**src/rtl/vga_draw_arbiter_pkg.sv**
```systemverilog
// Shared constants and state encoding for the VGA plot-port arbiter and the draw engines.
// Latency: n/a (package only).
// Backpressure: n/a (package only).
//
// Screen geometry is 160x120 with 3-bit colour. The draw engines use the
// same IDLE/BUSY encoding, so their status can be compared directly with
// the arbiter's.
package vga_draw_arbiter_pkg;

   localparam int SCREEN_X_W = 8;
   localparam int SCREEN_Y_W = 7;
   localparam int COLOUR_W   = 3;

   // Requester index width; NUM_REQ is at most 8.
   localparam int ID_W = 3;

   typedef enum logic {
      IDLE = 1'b0,
      BUSY = 1'b1
   } state_t;

endpackage

```
**src/rtl/vga_draw_arbiter_rr_pick.sv**
```systemverilog
// Round-robin pick: chooses the first requester strictly after 'last', wrapping.
// Latency: combinational.
// Backpressure: none; pick_vld is low when no request is pending.
//
// Ports:
//   req      in   NUM_REQ  pending requests
//   last     in   ID_W     index of the most recent holder
//   pick     out  NUM_REQ  one-hot winner (all-zero when req == 0)
//   pick_id  out  ID_W     index of the winner
//   pick_vld out  1        at least one request is pending
module rr_pick
   import vga_draw_arbiter_pkg::*;
#(
   parameter int NUM_REQ = 4
) (
   input  logic [NUM_REQ-1:0] req,
   input  logic [ID_W-1:0]    last,
   output logic [NUM_REQ-1:0] pick,
   output logic [ID_W-1:0]    pick_id,
   output logic               pick_vld
);

   logic [NUM_REQ-1:0] hi_mask;
   logic [NUM_REQ-1:0] upper;
   logic [NUM_REQ-1:0] cand;

   always_comb begin
      hi_mask = '0;
      for (int k = 0; k < NUM_REQ; k++) begin
         hi_mask[k] = (ID_W'(k) > last);
      end
      // Requests above 'last' take priority; if there are none, wrap to
      // the lowest request overall.
      upper = req & hi_mask;
      cand  = (|upper) ? upper : req;

      // Isolate the lowest set bit of cand.
      pick = cand & (~cand + NUM_REQ'(1));

      pick_id = '0;
      for (int k = NUM_REQ - 1; k >= 0; k--) begin
         if (cand[k]) begin
            pick_id = ID_W'(k);
         end
      end
   end

   assign pick_vld = |req;

endmodule

```
**src/rtl/vga_draw_arbiter.sv**
```systemverilog
// Shares the single VGA plot port between draw engines; round-robin grant, held until release.
// Latency: grant 1 cycle after request (plus one bubble after each release); pixel path registered, 1 cycle.
// Backpressure: none on pixels; a holder that neither plots nor releases for TIMEOUT cycles is revoked.
//
// Ports:
//   clk, resetn                 clock, synchronous active-low reset
//   req/release_in/plot_in      per-requester request level, finish pulse, pixel valid
//   x_in/y_in/colour_in         packed per-requester pixel, requester k at [k*W +: W]
//   grant, busy                 one-hot grant and "grant held"
//   timeout_err, timeout_id     revoke pulse and sticky index of last revoked requester
//   vga_x/vga_y/vga_colour/vga_plot  registered pixel stream to the adapter
module vga_draw_arbiter
   import vga_draw_arbiter_pkg::*;
#(
   parameter int NUM_REQ = 4,
   parameter int X_W     = SCREEN_X_W,
   parameter int Y_W     = SCREEN_Y_W,
   parameter int C_W     = COLOUR_W,
   parameter int TO_W    = 16,
   parameter int TIMEOUT = 65535
) (
   input  logic                   clk,
   input  logic                   resetn,
   input  logic [NUM_REQ-1:0]     req,
   input  logic [NUM_REQ-1:0]     release_in,
   input  logic [NUM_REQ-1:0]     plot_in,
   input  logic [NUM_REQ*X_W-1:0] x_in,
   input  logic [NUM_REQ*Y_W-1:0] y_in,
   input  logic [NUM_REQ*C_W-1:0] colour_in,
   output logic [NUM_REQ-1:0]     grant,
   output logic                   busy,
   output logic                   timeout_err,
   output logic [ID_W-1:0]        timeout_id,
   output logic [X_W-1:0]         vga_x,
   output logic [Y_W-1:0]         vga_y,
   output logic [C_W-1:0]         vga_colour,
   output logic                   vga_plot
);

   state_t             state, state_nxt;
   logic [NUM_REQ-1:0] grant_nxt;
   logic [ID_W-1:0]    hold_id, hold_nxt;
   logic [ID_W-1:0]    last, last_nxt;
   logic [TO_W-1:0]    wdog, wdog_nxt;
   logic               terr_nxt;
   logic [ID_W-1:0]    tid_nxt;

   logic [NUM_REQ-1:0] pick;
   logic [ID_W-1:0]    pick_id;
   logic               pick_vld;

   // Holder's view of its own inputs. Masking with grant makes every
   // non-holder invisible; in IDLE grant is zero so all of these are zero.
   logic               h_plot, h_rel, h_req;
   logic [X_W-1:0]     hx;
   logic [Y_W-1:0]     hy;
   logic [C_W-1:0]     hc;

   rr_pick #(
      .NUM_REQ (NUM_REQ)
   ) u_rr_pick (
      .req      (req),
      .last     (last),
      .pick     (pick),
      .pick_id  (pick_id),
      .pick_vld (pick_vld)
   );

   assign h_plot = |(plot_in & grant);
   assign h_rel  = |(release_in & grant);
   assign h_req  = |(req & grant);

   always_comb begin
      hx = '0;
      hy = '0;
      hc = '0;
      for (int k = 0; k < NUM_REQ; k++) begin
         if (grant[k]) begin
            hx = x_in[k*X_W +: X_W];
            hy = y_in[k*Y_W +: Y_W];
            hc = colour_in[k*C_W +: C_W];
         end
      end
   end

   always_comb begin
      state_nxt = state;
      grant_nxt = grant;
      hold_nxt  = hold_id;
      last_nxt  = last;
      wdog_nxt  = wdog;
      terr_nxt  = 1'b0;
      tid_nxt   = timeout_id;

      unique case (state)
         IDLE: begin
            if (pick_vld) begin
               state_nxt = BUSY;
               grant_nxt = pick;
               hold_nxt  = pick_id;
               wdog_nxt  = '0;
            end
         end
         BUSY: begin
            if (h_rel || !h_req) begin
               // A release wins over a watchdog expiry in the same cycle.
               state_nxt = IDLE;
               grant_nxt = '0;
               last_nxt  = hold_id;
            end else if (wdog == TO_W'(TIMEOUT - 1) && !h_plot) begin
               state_nxt = IDLE;
               grant_nxt = '0;
               last_nxt  = hold_id;
               terr_nxt  = 1'b1;
               tid_nxt   = hold_id;
            end else if (h_plot) begin
               wdog_nxt = '0;
            end else if (wdog != '1) begin
               wdog_nxt = wdog + TO_W'(1);
            end
         end
         default: begin
            state_nxt = IDLE;
            grant_nxt = '0;
         end
      endcase
   end

   always_ff @(posedge clk) begin
      if (!resetn) begin
         state       <= IDLE;
         grant       <= '0;
         hold_id     <= '0;
         last        <= ID_W'(NUM_REQ - 1);
         wdog        <= '0;
         timeout_err <= 1'b0;
         timeout_id  <= '0;
         vga_plot    <= 1'b0;
         vga_x       <= '0;
         vga_y       <= '0;
         vga_colour  <= '0;
      end else begin
         state       <= state_nxt;
         grant       <= grant_nxt;
         hold_id     <= hold_nxt;
         last        <= last_nxt;
         wdog        <= wdog_nxt;
         timeout_err <= terr_nxt;
         timeout_id  <= tid_nxt;
         // A plot in the releasing cycle still goes out: h_plot uses the
         // grant held during that cycle.
         vga_plot    <= h_plot;
         if (h_plot) begin
            vga_x      <= hx;
            vga_y      <= hy;
            vga_colour <= hc;
         end
      end
   end

   assign busy = (state == BUSY);

endmodule

```
**config.mk**
```make
export PLATFORM = sky130hd
export DESIGN_NAME = vga_draw_arbiter
export DESIGN_NICKNAME = d
export VERILOG_FILES = /design/src/rtl/vga_draw_arbiter_pkg.sv /design/src/rtl/vga_draw_arbiter_rr_pick.sv /design/src/rtl/vga_draw_arbiter.sv
export SDC_FILE = /design/constraint.sdc
export NUM_CORES = 1
export LEC_CHECK = 0
export ABC_AREA = 1
export CAP_MARGIN = 20
export CORE_UTILIZATION = 44
export DETAILED_ROUTE_END_ITERATION = 7
export PLACE_DENSITY_LB_ADDON = 0.1
export SYNTH_ARGS = -nofsm -noshare
export SYNTH_HDL_FRONTEND = slang
export SYNTH_SLANG_ARGS = --single-unit
```
**constraint.sdc**
```tcl
create_clock -name clk -period 1.98 [get_ports clk]
set_input_delay 0.396 -clock clk [delete_from_list [all_inputs] [get_ports clk]]
set_output_delay 0.396 -clock clk [all_outputs]
set_load 0.05 [all_outputs]
```
==> results of run 1 <==
## stage by stage
step / utilization [%] / hold slack [ns] / std cells / worst slack (ns) / instance area (um2)
2_1_floorplan: - / 0.457 / 457 / 0.134 / 2820
3_3_place_gp: 67.6 / 0.478 / 641 / 0.0381 / 4100
3_5_place_dp: 67.6 / 0.483 / 641 / 0.00281 / 4100
4_1_cts: 69.8 / 0.496 / 649 / 0.101 / 4230
5_1_grt: 69.8 / 0.530 / 649 / 0.0487 / 4230
6_report: 69.8 / 0.493 / 649 / 0.112 / 4230
## flip-flops by register name, summed over array words and instances (netlist names), 2 cells and up
name / count
last: 2
hold_id: 2
vga_x: 8
grant: 4
wdog: 16
vga_y: 7
timeout_id: 2
vga_colour: 3
## synth_stat cells, types with 2 or more instances
cell | instances | area share, %
a21oi_1 | 70 | 12
dfxtp_1 | 47 | 33
ha_1 | 2 | 0.89
nand2_2 | 5 | 1.1
o21ai_0 | 25 | 4.4
nor3_1 | 3 | 0.53
buf_2 | 6 | 1.1
nand4_1 | 5 | 1.1
o211ai_1 | 19 | 5.1
nand3_1 | 21 | 3.7
inv_1 | 28 | 3.7
nor2_2 | 2 | 0.44
clkbuf_1 | 9 | 1.2
nor2_1 | 58 | 7.7
buf_4 | 2 | 0.53
clkinv_1 | 4 | 0.53
nand2_1 | 138 | 18
buf_6 | 2 | 0.80
## per-layer routing
layer / wire, um / global-route usage [%]
met5: 0 / 0
met4: 96 / 7.37
met3: 556 / 6.44
met2: 4310 / 43.4
met1: 3800 / 31.8
## layout by cell type (no fill, tap or decap), drive strengths merged
cell and instances:
clkdlybuf4s50 107, conb 1, buf 22, nor2 61
a21oi 70, dfxtp 47, a31oi 1, or2 1
clkbuf 6, ha 2, nand3 21, bufinv 2
o21bai 1, o21ai 26, clkinv 4, nand2 144
o211ai 19, inv 29, nand4 5, xor2 1
nor3 4
## report_power, final
group | leakage [nW] | internal, mW | switching, mW
Clock | 0.0654 | 0.505 | 0.333
Combinational | 1.32 | 0.439 | 0.599
Sequential | 0.384 | 1.03 | 0.0689
## worst max-delay path by stage
stage,startpoint,end,slack (ns),cells past startpoint
3_5_place_dp,plot_in[1],wdog[4],0.003,12
4_1_cts,vga_y[3],vga_y[3],0.10,1
2_1_floorplan,busy,wdog[6],0.13,8
5_1_grt,wdog[1],wdog[10],0.05,11
6_report,vga_x[3],vga_x[3],0.11,1
3_3_place_gp,plot_in[2],wdog[6],0.04,13
## area by class of cell
| class | instances | area [um2] |
|---|---|---|
| sequential | 47 | 941 |
| timing repair buffer | 129 | 1290 |
| fill | 554 | 1830 |
| tap | 75 | 93.8 |
| clock inverter | 2 | 60.1 |
| multi-input combinational | 357 | 1650 |
| inverter | 33 | 124 |
| clock buffer | 6 | 72.6 |
## kinds of logic after synthesis
family	count (synthesis)
AOI/OAI and AO/OA	117
xor gates and xnor gates	1
adders and majority gates	2
buffers and inverters	53
DFF	47
other	1
and+or+nand+nor	236
==> out/results.tsv, run 1 <==
stage	metric	value	unit
hold_path	hold_end	hold_id[1]	
clocking	cts_resized	0	
critical_path	r2r_slack	0.19	ns
synth	synth_mux_area_share	0	%
synth	synthCells	457	
timing	period_needed	1.87	ns
clocking	clk-insertion-delay-late	0.30	ns
floorplan	dieArea	6730	um2
critical_path	crit_path_end_kind	output port	
synth	synth_cell_types	29	
synth	synth_compound_area_share	22.6	%
critical_path	cp_num_buf_inv	1	
critical_path	cp_slowest_cell	clkdlybuf4s50_1	
outcome	status	completed	
synth	synth_top_family_by_area	simple AND/OR/NAND/NOR gates	
critical_path	crit_family	buffers and inverters	
synth	synth_xor_area_share	0.311	%
clocking	cts_buffer_depth	2	
floorplan	die_h	82.1	um
clocking	path_clk_slew	0.09	ns
drt	vias	3392	
timing	slew_viol_final	0	
critical_path	worstPathArrival	1.47	ns
critical_path	r2r-start	wdog[1]	
synth	yosys_warnings	0	
synth	synthArstFlopShare	0	%
hold_path	min_from	hold_id[1]	
timing	finalHoldViolations	0	
clocking	clock-sinks	47	
synth	synth_seq_cells	47	
hold_path	hold_class	reg -> reg	
placement	gp_congestion	0.952	
timing	clock_skew	0.00557	ns
global_route	grt_pass1_wl	13300	um
critical_path	worstPathCellList	clkdlybuf4s50_1	
drt	drtIter0Drc	200	
synth	synthAdderAreaFrac	0.887	%
clocking	htree_levels	2	
timing	worstMarginPinSlew	0.544	ns
pwr	p_leak	1.77	nW
timing	setup-tns-final	0	ns
critical_path	reg2reg_depth	11	
placement	place_hpwl	6550	um
clocking	cts_setup_buffers	0	
drt	final_antenna_net_count	0	
global_route	antenna_found_initial	0	
global_route	grt_overflow	0	
clocking	cts_tree	built	
critical_path	timing.rr.end	wdog[6]	
floorplan	coreArea	6060	um2
global_route	grt_pass1_vias	2966	
run	drv_cap	0	
placement	numPortBuffers	112	
timing	setup_viol	0	
floorplan	initial_core_util	46.5	%
final_layout	nNetsFinal	661	
critical_path	cp_max_fo	2	
pwr	power_density	704	nW/um2
drt	viasPerCell	5.23	
critical_path	required	1.58	ns
global_route	grt_max_degree	25	
pwr	p_total	2.98	mW
synth	yosys.area_share.simple	34.6	%
pwr	irDropWorstVdd	0.537	mV
drt	route.detailed.drc	0	
floorplan	rows	28	
final_layout	drive_gt1_share	7.14	%
timing	rsz0062_at_grt	no	
clocking	root_buffer	clkbuf_8	
timing	maxSlewHeadroom	63.6	%
hold_path	whs_path_depth	2	
final_layout	area_delta_synth_final	49.9	%
synth	synth_area_per_cell	6.17	um2
floorplan	die_w	82.1	um
drt	drt_wl_total	8770	um
synth	yosys_most_used_dff	dfxtp_1	
timing	fmax	0.535	GHz
synth	synth_edf_count	0	
critical_path	path_class	reg -> out	
drt	firstDrtPassIters	4	
synth	ys_seq_area_share	33.4	%
drt	post_drt_wl_per_cell	13.5	um
clocking	cts_hold_buf	0	
critical_path	cpPeakStageDelay	0.82	ns
critical_path	critPathLaunchType	flop	
timing	fin_crit_sh	94.3	%
global_route	grt_usage	25.6	%
clocking	numCtsBuffers	5	
synth	syn_area	2820	um2
synth	synth_nets	545	
floorplan	num_io_pins	114	
final_layout	diodes	0	
Power figures use the tool's default switching activity.
==> run 2, diff against run 1 <==
--- a/config.mk
+++ b/config.mk
@@ -7,6 +7,7 @@
 export LEC_CHECK = 0
 export ABC_AREA = 1
 export CAP_MARGIN = 20
+export CORE_MARGIN = 4
 export CORE_UTILIZATION = 44
 export DETAILED_ROUTE_END_ITERATION = 7
 export PLACE_DENSITY_LB_ADDON = 0.1
==> run 2 against run 1 <==
Against the previous run: clock power down 14%; critical path depth unchanged; register-to-register slack worse by 0.04 ns; first-iteration DRC count down 4.5%; hold slack worse by 0.0065 ns; non-clock buffer count unchanged; sequential power about the same; count of clock-buffer cells in the layout down 1; clock skew about the same.
==> out/results.tsv, run 2 (synthesis gave the netlist of run 1 again) <==
stage	metric	value	unit
final_layout	final_cell_mix	nand2_1, clkdlybuf4s50_1, a21oi_1	
timing	period_needed	1.88	ns
floorplan	rows	28	
pwr	seq_power_share	38.5	%
clocking	cts_tree	built	
timing	clock_skew	0.00602	ns
final_layout	final_common_cell	nand2_1	
placement	preCtsSetupSlack	-0.0711	ns
global_route	grt_max_degree	31	
clocking	cts_buffer_depth	2	
clocking	path_clk_slew	0.09	ns
global_route	grt_overflow	0	
final_layout	fin_util	69.6	%
pwr	internal-power	1.85	mW
clocking	clk-insertion-delay-late	0.31	ns
final_layout	instances_no_fill	649	
pwr	combPwrFrac	36.4	%
drt	viasPerCell	5.27	
clocking	cts_setup_buffers	0	
timing	slew_viol_final	0	
floorplan	num_io_pins	114	
global_route	grt_pass1_wl	14600	um
clocking	numCtsBuffers	5	
drt	route.detailed.drc	0	
drt	vias	3418	
placement	place_hpwl	6820	um
timing	fmax	0.531	GHz
placement	dpl.cell_count	641	
critical_path	worstPathArrival	1.49	ns
global_route	antenna_found_initial	0	
clocking	clock-sinks	47	
critical_path	path_class	reg -> out	
final_layout	nNetsFinal	661	
floorplan	initial_core_util	46.5	%
floorplan	dieArea	7750	um2
critical_path	cp_num_buf_inv	1	
critical_path	crit_family	buffers and inverters	
pwr	p_sw	1.01	mW
critical_path	critPathLaunchType	flop	
pwr	p_leak	1.76	nW
critical_path	cp_slowest_cell	clkdlybuf4s50_1	
drt	drtIter0Drc	191	
outcome	status	completed	
pwr	power_density	679	nW/um2
critical_path	crit_path_end_kind	output port	
final_layout	top_register	wdog	
pwr	irDropWorstVdd	0.376	mV
critical_path	cp_max_fo	2	
timing	worstMarginPinSlew	0.564	ns
clocking	htree_levels	2	
critical_path	worstPathCellList	clkdlybuf4s50_1	
run	drv_cap	0	
floorplan	coreArea	6060	um2
timing	maxSlewHeadroom	62.3	%
critical_path	required	1.58	ns
final_layout	largest_registers	wdog x16, vga_x x8, vga_y x7	
timing	setup_viol	0	
clocking	root_buffer	clkbuf_8	
drt	post_drt_wl_per_cell	14.2	um
final_layout	diodes	0	
final_layout	drive_gt1_share	7.84	%
global_route	grt_pass1_vias	3263	
hold_path	hold_class	reg -> reg	
clocking	cts_resized	0	
placement	gp_congestion	0.884	
clocking	cts_hold_buf	0	
pwr	p_total	2.86	mW
floorplan	die_h	88.1	um
drt	final_antenna_net_count	0	
placement	numPortBuffers	112	
timing	fin_crit_sh	95.1	%
final_layout	largest_register_ffs	16	
global_route	grt_usage	23.6	%
pwr	pwr-share-clk	25.1	%
timing	finalHoldViolations	0	
critical_path	cpPeakStageDelay	0.85	ns
final_layout	area_delta_synth_final	49.6	%
timing	timing.final.ws_setup	0.0974	ns
drt	drt_wl_total	9200	um
floorplan	die_w	88.1	um
drt	firstDrtPassIters	5	
pwr	swShare	35.4	%
final_layout	fillers	508	
[run 2: power groups by stage]
stage	sequential (mW)	clock, mW	combinational (mW)
4_1_cts	1.10	0.728	1.05
3_3_place_gp	1.12	0	1.03
3_5_place_dp	1.12	0	1.04
5_1_grt	1.11	0.772	1.13
6_report	1.10	0.719	1.04
2_1_floorplan	1.31	0	0.411
[run 2: final timing paths]
path	end	slack, ns	cells past startpoint	startpoint
hold / removal	hold_id[1]	0.49	2	hold_id[1]
setup / recovery	vga_x[4]	0.1	1	vga_x[4]
hold reg to reg	hold_id[1]	0.49	2	hold_id[1]
setup reg to reg	wdog[7]	0.15	11	wdog[0]
[run 2: area by class of cell]
class	instances	area, um2	area share [%]
Multi-Input combinational cell	357	1660	39.3
Sequential cell	47	943	22.4
Inverter	33	124	2.94
Clock inverter	3	43.8	1.04
Clock buffer	5	68.8	1.63
Tap cell	75	93.8	2.22
Timing Repair Buffer	129	1290	30.5
[run 2: per-layer routing]
layer	vias up	GRT usage, %	share of wire (%)
met3	26	5.64	7.3
li1	1730	-	-
met4	0	9.62	3.0
met1	1526	28.9	42
met2	136	39.6	48
met5	-	0	0
[run 2: stage by stage]
step | instance area, um2 | TNS, ns | hold WS (ns)
after floorplan | 2820 | 0 | 0.457
after global placement | 4100 | 0 | 0.477
after detailed placement | 4100 | -0.300 | 0.473
after CTS | 4210 | 0 | 0.487
after global routing | 4220 | -0.0401 | 0.515
final | 4220 | 0 | 0.487
==> run 3, diff against run 2 <==
--- a/config.mk
+++ b/config.mk
@@ -9,8 +9,10 @@
 export CAP_MARGIN = 20
 export CORE_MARGIN = 4
 export CORE_UTILIZATION = 44
+export CTS_CLUSTER_DIAMETER = 30
 export DETAILED_ROUTE_END_ITERATION = 7
 export PLACE_DENSITY_LB_ADDON = 0.1
 export SYNTH_ARGS = -nofsm -noshare
 export SYNTH_HDL_FRONTEND = slang
 export SYNTH_SLANG_ARGS = --single-unit
+export TNS_END_PERCENT = 20
==> results of run 3 <==
Same layout as run 2: the final DEF is identical, and so are final timing and power.
